--- src/rtl/fetch_unit_pq_pkg.sv ---
// rtl/fetch_unit_pq_pkg.sv - shared widths, branch modes and queue-entry layout for fetch_unit_pq
package fetch_unit_pq_pkg;

  localparam int          PC_W_DEF     = 8;
  localparam int          INSTR_W_DEF  = 9;
  localparam int          DEPTH_DEF    = 4;
  localparam int unsigned RESET_PC_DEF = 0;

  localparam logic BR_ABS = 1'b0;
  localparam logic BR_REL = 1'b1;

  // Queue entry at default widths; the queue stores {pc, instr} in this order.
  typedef struct packed {
    logic [PC_W_DEF-1:0]    pc;
    logic [INSTR_W_DEF-1:0] instr;
  } entry_t;

endpackage

--- src/rtl/fetch_queue.sv ---
// rtl/fetch_queue.sv - DEPTH-entry synchronous prefetch FIFO with flush
module fetch_queue
  import fetch_unit_pq_pkg::*;
#(
  parameter int W     = PC_W_DEF + INSTR_W_DEF,
  parameter int DEPTH = DEPTH_DEF
) (
  input  logic                     clk,
  input  logic                     rst_n,
  input  logic                     i_push,
  input  logic [W-1:0]             i_data,
  input  logic                     i_pop,
  input  logic                     i_flush,
  output logic [$clog2(DEPTH):0]   o_count,
  output logic                     o_head_valid,
  output logic [W-1:0]             o_head
);

  localparam int AW = $clog2(DEPTH);
  localparam int CW = AW + 1;

  logic [W-1:0]  r_mem [DEPTH];
  logic [AW-1:0] r_rd_ptr;
  logic [AW-1:0] r_wr_ptr;
  logic [CW-1:0] r_count;
  logic          w_do_push;
  logic          w_do_pop;

  // Flush dominates so a read returning in a branch cycle is discarded.
  assign w_do_push = i_push && !i_flush;
  assign w_do_pop  = i_pop && !i_flush && (r_count != '0);

  always_ff @(posedge clk) begin
    if (w_do_push) begin
      r_mem[r_wr_ptr] <= i_data;
    end
  end

  always_ff @(posedge clk or negedge rst_n) begin
    if (!rst_n) begin
      r_rd_ptr <= '0;
      r_wr_ptr <= '0;
      r_count  <= '0;
    end else if (i_flush) begin
      r_rd_ptr <= '0;
      r_wr_ptr <= '0;
      r_count  <= '0;
    end else begin
      if (w_do_push) begin
        r_wr_ptr <= r_wr_ptr + AW'(1);
      end
      if (w_do_pop) begin
        r_rd_ptr <= r_rd_ptr + AW'(1);
      end
      case ({w_do_push, w_do_pop})
        2'b10:   r_count <= r_count + CW'(1);
        2'b01:   r_count <= r_count - CW'(1);
        default: r_count <= r_count;
      endcase
    end
  end

  assign o_count      = r_count;
  assign o_head_valid = (r_count != '0);
  assign o_head       = o_head_valid ? r_mem[r_rd_ptr] : '0;

endmodule

--- src/rtl/fetch_unit_pq.sv ---
// rtl/fetch_unit_pq.sv - PC, credit-based imem issue and branch handling in front of a prefetch queue
module fetch_unit_pq
  import fetch_unit_pq_pkg::*;
#(
  parameter int          PC_W     = PC_W_DEF,
  parameter int          INSTR_W  = INSTR_W_DEF,
  parameter int          DEPTH    = DEPTH_DEF,
  parameter int unsigned RESET_PC = RESET_PC_DEF
) (
  input  logic                    clock,
  input  logic                    reset,
  input  logic                    branch_ctrl,
  input  logic                    branch_mode,
  input  logic [PC_W-1:0]         branch_val,
  output logic [PC_W-1:0]         imem_addr,
  output logic                    imem_rd,
  input  logic [INSTR_W-1:0]      imem_data,
  output logic [INSTR_W-1:0]      instruction_val,
  output logic [PC_W-1:0]         instr_pc,
  output logic                    instr_valid,
  input  logic                    instr_ready,
  output logic [$clog2(DEPTH):0]  queue_count
);

  localparam int CW = $clog2(DEPTH) + 1;
  localparam int EW = PC_W + INSTR_W;
  localparam logic [PC_W-1:0] PC_RST  = PC_W'(RESET_PC);
  localparam logic [CW-1:0]   DEPTH_C = CW'(DEPTH);

  logic [PC_W-1:0] r_fetch_pc;
  logic [PC_W-1:0] r_last_pc;
  logic [PC_W-1:0] r_pend_pc;
  logic            r_pending;

  logic [CW-1:0]   w_count;
  logic [CW-1:0]   w_inflight;
  logic            w_issue;
  logic            w_pop;
  logic            w_head_valid;
  logic [EW-1:0]   w_head;
  logic [PC_W-1:0] w_target;

  // A read in flight holds a queue slot, so a push can never find the queue full.
  assign w_inflight = w_count + CW'(r_pending);
  assign w_issue    = (w_inflight < DEPTH_C) && !branch_ctrl;
  assign imem_rd    = w_issue && reset;
  assign imem_addr  = r_fetch_pc;
  assign w_pop      = w_head_valid && instr_ready;

  // Same-width modular add is the sign-extended relative add.
  assign w_target = (branch_mode == BR_REL) ? (r_last_pc + branch_val) : branch_val;

  always_ff @(posedge clock or negedge reset) begin
    if (!reset) begin
      r_fetch_pc <= PC_RST;
      r_last_pc  <= PC_RST;
      r_pend_pc  <= PC_RST;
      r_pending  <= 1'b0;
    end else begin
      r_pending <= w_issue;
      if (w_issue) begin
        r_pend_pc <= r_fetch_pc;
      end
      if (branch_ctrl) begin
        r_fetch_pc <= w_target;
      end else if (w_issue) begin
        r_fetch_pc <= r_fetch_pc + PC_W'(1);
      end
      if (w_pop) begin
        r_last_pc <= instr_pc;
      end
    end
  end

  fetch_queue #(
    .W     (EW),
    .DEPTH (DEPTH)
  ) u_queue (
    .clk          (clock),
    .rst_n        (reset),
    .i_push       (r_pending),
    .i_data       ({r_pend_pc, imem_data}),
    .i_pop        (w_pop),
    .i_flush      (branch_ctrl),
    .o_count      (w_count),
    .o_head_valid (w_head_valid),
    .o_head       (w_head)
  );

  assign instr_valid     = w_head_valid;
  assign instr_pc        = w_head[EW-1:INSTR_W];
  assign instruction_val = w_head[INSTR_W-1:0];
  assign queue_count     = w_count;

endmodule

--- config.mk ---
export PLATFORM = sky130hd
export DESIGN_NAME = fetch_unit_pq
export DESIGN_NICKNAME = d
export VERILOG_FILES = /design/src/rtl/fetch_unit_pq_pkg.sv /design/src/rtl/fetch_queue.sv /design/src/rtl/fetch_unit_pq.sv
export SDC_FILE = /design/constraint.sdc
export NUM_CORES = 1
export LEC_CHECK = 0
export CORE_AREA = 2 2 104 106
export DETAILED_ROUTE_END_ITERATION = 10
export DIE_AREA = 0 0 106 108
export PLACE_DENSITY_LB_ADDON = 0.15
export SYNTH_ARGS = -nofsm -noshare
export SYNTH_HDL_FRONTEND = slang
export SYNTH_HIERARCHICAL = 1
export SYNTH_SLANG_ARGS = --single-unit
--- constraint.sdc ---
create_clock -name clock -period 3.7 [get_ports clock]
set_input_delay 0.37 -clock clock [delete_from_list [all_inputs] [get_ports clock]]
set_output_delay 0.37 -clock clock [all_outputs]
set_load 0.01 [all_outputs]
# [After elaboration in Yosys (flattened, before gate mapping)]
# Memories as Yosys holds them, arrays and structs flattened.
# Index checks and enable logic that the tools add are counted.
[op_classes] n_addsub=7 n_lt_le_gt_ge=1 eq_ne=2 n_mux=12 n_reduce_logical=12
[ops] cell="8-bit two-way mux" count=3
[ops] cell="17-bit two-way mux" count=1
[ops] cell="8-bit by 1-bit adder with 8-bit output, second input constant" count=1
[ops] cell="8-bit adder" count=1
[ops] cell="2-bit two-way mux" count=4
[ops] cell="1-bit logical AND" count=6
[ops] cell="3-bit case mux with 2 select lines" count=1
[ops] cell="2-bit nonzero test" count=3
[ops] cell="3-bit nonzero test" count=2
[ops] cell="2-bit by 1-bit adder with 2-bit output, second input constant" count=2
[ops] cell="3-bit by 1-bit adder with 3-bit output" count=1
[ops] cell="3-bit by 1-bit adder with 3-bit output, second input constant" count=1
[ops] cell="3-bit < comparator, second input constant" count=1
[ops] cell="3-bit two-way mux" count=1
[ops] cell="3-bit by 1-bit subtractor with 3-bit output, second input constant" count=1
[ops] cell="2-bit by 1-bit == test with 1-bit output, second input constant" count=1
[ops] cell="2-bit == test, second input constant" count=1
[ops] cell="1-bit two-way mux" count=2
[ops] cell="1-bit logical NOT" count=1
[totals] reg_bits=32 mem_bits_rw=68 in_bits=22 output_inout_bits=30 mem_count=1
[memory_table] name="u_queue.r_mem" depth=4 word_bits=17 read_ports=1 rd_ports_with_merged_regs=0 wr=1 line_no="fetch_queue.sv:22" source="logic [W-1:0] r_mem [DEPTH];"

# [Depth between registers and ports, before layout]
[depth] word_depth=7 mapped_depth=11

# [Modules after synthesis]
# Netlist, hierarchy kept.
[by_module_without_submodules] mod="fetch_queue" instances=1 cells_each=156 area_each_um2=3133.0 seq_area_each_um2=2217.1
[by_module_without_submodules] mod="fetch_unit_pq" instances=1 cells_each=133 area_each_um2=1426.4 seq_area_each_um2=625.6

# [Worst setup path before layout]
# OpenSTA, ideal clock, no wires.
[synth_path] path_kind="reg-to-reg" from="register u_queue.r_count[2], in the netlist u_queue/o_count[2]" to="register u_queue.r_count[2], in the netlist u_queue/o_count[2]" arrival_ns=2.822 t_required_ns=3.574 setup_slack_ns=0.752 stages_incl_launch_ff=11 synth_period_minus_slack_ns=2.948 cell_sequence="dfrtp_1 nor3_2 buf_2 inv_1 nand2_1 inv_1 o31ai_4 nor3_1 fa_1 and3_1 o311a_1"
[synth_via] elab_chain_cells=7 word_cells_on_any_way=11 classes_between="add/sub: 2; eq/ne: 2; mux: 2; reduce/logical: 5"
[synth_rtl] item="start: declaration" line_no="fetch_queue.sv:25" source="logic [CW-1:0] r_count;"
[synth_rtl] item="start signal: assignment" line_no="fetch_queue.sv:56" source="2'b10: r_count <= r_count + CW'(1);"
[synth_rtl] item="start signal: assignment" line_no="fetch_queue.sv:57" source="2'b01: r_count <= r_count - CW'(1);"
[synth_rtl] item="start signal: assignment" line_no="fetch_queue.sv:58" source="default: r_count <= r_count;"
[synth_rtl] item="3-bit nonzero test (*)" line_no="fetch_queue.sv:64" source="assign o_head_valid = (r_count != '0);"
[synth_rtl] item="net instr_valid" line_no="fetch_unit_pq.sv:20" source="output logic instr_valid,"
[synth_rtl] item="1-bit logical AND (*)" line_no="fetch_unit_pq.sv:48" source="assign w_pop = w_head_valid && instr_ready;"
[synth_rtl] item="net w_pop" line_no="fetch_unit_pq.sv:38" source="logic w_pop;"
[synth_rtl] item="1-bit logical AND (*) (2 in a row)" line_no="fetch_queue.sv:31" source="assign w_do_pop = i_pop && !i_flush && (r_count != '0);"
[synth_rtl] item="2-bit by 1-bit == test with 1-bit output / 2-bit == test (equally long branches)" line_no="fetch_queue.sv:55" source="case ({w_do_push, w_do_pop})"
[synth_rtl] item="3-bit case mux with 2 select lines" line_no="fetch_queue.sv:55"
[synth_rtl] item="3-bit two-way mux" line_no="fetch_queue.sv:44" source="end else if (i_flush) begin"
# Mark *: on every way through the listed nets, which the timed path passes. The rest lies on a longest branch.
# A chain may end at the register's enable or synchronous reset.

# [Final worst setup path]
[layout_path] from="register u_queue.r_rd_ptr[0]" to="output instruction_val[4]"
[layout_via] elab_chain_cells=2
[layout_rtl] item="start: declaration" line_no="fetch_queue.sv:23" source="logic [AW-1:0] r_rd_ptr;"
[layout_rtl] item="start signal: assignment" line_no="fetch_queue.sv:53" source="r_rd_ptr <= r_rd_ptr + AW'(1);"
[layout_rtl] item="memory 4 x 17 bit"
[layout_rtl] item="17-bit two-way mux" line_no="fetch_queue.sv:65" source="assign o_head = o_head_valid ? r_mem[r_rd_ptr] : '0;"
[layout_rtl] item="end: declaration" line_no="fetch_unit_pq.sv:18" source="output logic [INSTR_W-1:0] instruction_val,"
# Every way passes these cells.

==> impl_results.md <==
* Required @ worst endpoint at 3.33 ns
* Vias at 2527
* Via-to-Cell Ratio at 5.15
* Routed WL at 8.81 mm
* Area grow syn2layout at 18.9%
* Clock Power Share at 0.171
* First-pass GRT wire length at about 14 mm
* Tmin final at 3.09 ns
* Crit Path Category: reg2out
* Gr usage total at 0.166
* Area post-placement at 5240 um^2
* Tcrit/Tclk final at 0.834
* Switch share at 0.342
* Flop and latch count out of synthesis at 100
* Clock latency on the worst-skew pair at between 0.3 and 0.4 ns
* Final max-slew violation count at 0
* PortBufs at 51
* Hpwl dp at 5.97 mm
* Arr. time, crit path at 2.72 ns
* DRT iter0 DRCs at between 100 and 150
* Internal power at 2.50 mW
* Max Cap Viol at 0
* Max-Slew Margin vs Limit at 0.402
* H-tree depth at 3
* Gpl congestion at 0.746
* Clock Skew at 0.0115 ns
* Most common cell after layout, fill and taps aside: edfxtp_1
* R2R Path End: u_queue/o_count[1]
* Post-synthesis sequential area ratio at 0.623
* Clk slew on worst S/H paths at approximately 0.10 ns
* Synth Cell Area at 4560 um^2
* Net switching power figure at 1.30 mW
* Area of the core at 10200 um^2
* Final Net Count at 386
* Pre-antenna DRT Iters at 4
* Worst r2r src: u_queue/o_count[0]
* Clock Path Buffers at 2
* CTS sink count at 100
* HP Class: in2async
* Root Driver: clkbuf_8
* Commonest cells after routing, fill and taps aside: edfxtp_1 (68), clkdlybuf4s50_1 (51), dfrtp_1 (32)
* Distinct cells, synth at 43
* Post-CTS setup buffer count at 0
* Synth warnings at 6
* R2R cell count at 11
* Hold buffer count at CTS at 0
* DR DRC count at 0
* Initial antenna violation count at 0
* Vias in the first global route at 2526
* CP endpoint kind: output port
* Crit-path max FO at 16
* RSZ-0062 raised after global routing: false
* Gate power share at 0.379
* Pwr dens at approximately 700 nW/um^2
* Slew of the pin with the lowest slew margin at 0.897 ns
* Row Count at 37
* Sequential fraction of design power at 0.450
* Antenna cell count at 0
* Post-route ant nets at 0
* Final instance area at 5420 um^2
* Setup violators final at 0
* F_max at between 300 and 400 MHz
* WL per Instance at 17.9 um
* VDD IR max at roughly 0.33 mV
* Syn Inst Count at ~290
* Largest net degree at the start of global routing at 34
* Post-synthesis net count at around 330
* Initial core utilization at 0.446
* Syn Area/Cell at roughly 16 um^2
* Die height at 108 um
* Setup TNS at 0 ns
* Outcome: complete, no violations
* Die X at 106 um
* Share of cells above drive strength 1 at 0.158
* R2r setup slk at 1.00 ns
* Die area at about 11000 um^2
* Total congestion overflow at 0
* Pleak at 1.98 nW
* CP Launch Type: flop
* Io pins at 52
* TritonCTS Buffers at 9
* Final Hold Fails at 0
* Cts repair resizes at 0
* CTS tree: built
==> stage by stage <==
step | power, mW | util | hold WS (ns) | setup WS (ns) | instances
2_1_floorplan | 2.56 | - | 0.0744 | 0.752 | 289
3_3_place_gp | 3.16 | 0.512 | 0.505 | 0.986 | 475
3_5_place_dp | 3.19 | 0.512 | 0.507 | 0.964 | 475
4_1_cts | 3.83 | 0.530 | 0.415 | 0.552 | 491
5_1_grt | 4.04 | 0.530 | 0.436 | 0.465 | 491
6_report | 3.79 | 0.530 | 0.399 | 0.615 | 491
==> Yosys cell counts (all sizes together) <==
master	count	area, um^2
edfxtp	68	2040
dfrtp	32	801
nor2b	22	160
mux4	17	417
mux2	15	169
nor2	14	52.6
xnor2	14	123
a21oi	12	60.1
ha	12	150
nand2	10	37.5
inv	9	33.8
buf	8	62.6
o21ai	7	35.0
mux2i	6	60.1
xor2	6	60.1
and2	5	31.3
nand3	4	25.0
and3	3	18.8
clkbuf	3	11.3
nand4	3	18.8
nor3	3	20.0
a211oi	2	15.0
and3b	2	17.5
fa	2	40.0
a32oi	1	8.76
and2b	1	7.51
and4	1	8.76
nor3b	1	7.51
o221a	1	11.3
o311a	1	10.0
o311ai	1	8.76
o31ai	1	21.3
o41ai	1	8.76
or3	1	6.26
==> flip-flops by register name, summed over array words and instances, names as in the netlist <==
name / cells
r_last_pc: 8
u_queue/r_mem: 68
r_pending: 1
u_queue/o_count: 3
r_pend_pc: 8
imem_addr: 8
u_queue/r_rd_ptr: 2
u_queue/r_wr_ptr: 2
==> kinds of logic after synthesis <==
logic type,after synthesis,synth area share
adder cells (fa/ha/maj),14,0.0417
AO/OA/AOI/OAI,27,0.0392
flip-flops,100,0.623
AND/OR/NAND/NOR,70,0.0903
XOR/XNOR,20,0.0401
buffers and inverters,20,0.0236
multiplexers,38,0.142
==> layer usage <==
layer  up-vias  track usage  part of all wire
li1       1204            -                 -
met1      1267        0.237              0.47
met2        45        0.257              0.48
met3        11       0.0313             0.031
met4         0       0.0592             0.014
met5         -            0                 0
==> worst max-delay path by stage <==
stage / start / endpoint / slack (ns) / cells after the start
after floorplan: u_queue/o_count[2] / u_queue/o_count[2] / 0.75 / 10
after global placement: u_queue/r_rd_ptr[0] / instruction_val[8] / 0.99 / 4
after detailed placement: u_queue/r_rd_ptr[0] / instruction_val[4] / 0.96 / 4
after CTS: u_queue/r_rd_ptr[0] / instruction_val[4] / 0.55 / 4
after global routing: u_queue/r_rd_ptr[0] / instruction_val[4] / 0.47 / 4
final: u_queue/r_rd_ptr[0] / instruction_val[4] / 0.61 / 4
==> power by group through the flow <==
stage / clock network [mW] / logic, mW / registers (mW)
final: 0.647 / 1.44 / 1.71
after global routing: 0.719 / 1.57 / 1.75
after CTS: 0.659 / 1.46 / 1.72
after detailed placement: 0 / 1.45 / 1.74
after global placement: 0 / 1.44 / 1.73
after floorplan: 0 / 0.909 / 1.65
==> worst max-delay path, stage by stage (launching register included) <==
cell,delay (ns)
dfrtp_1,0.94
buf_4,0.29
mux4_2,0.50
nor2b_4,0.14
clkdlybuf4s50_1,0.48
==> cell type report <==
type                       instances  area (um^2)
fill                             841         4810
sequential                       100         2840
clock inverter                     7         57.6
multi-input combinational        169         1610
tap                              136          170
clock buffer                       9          124
inverter                           9         33.8
timing repair buffer              61          586
Note: power is estimated with default switching activity, not from simulation.
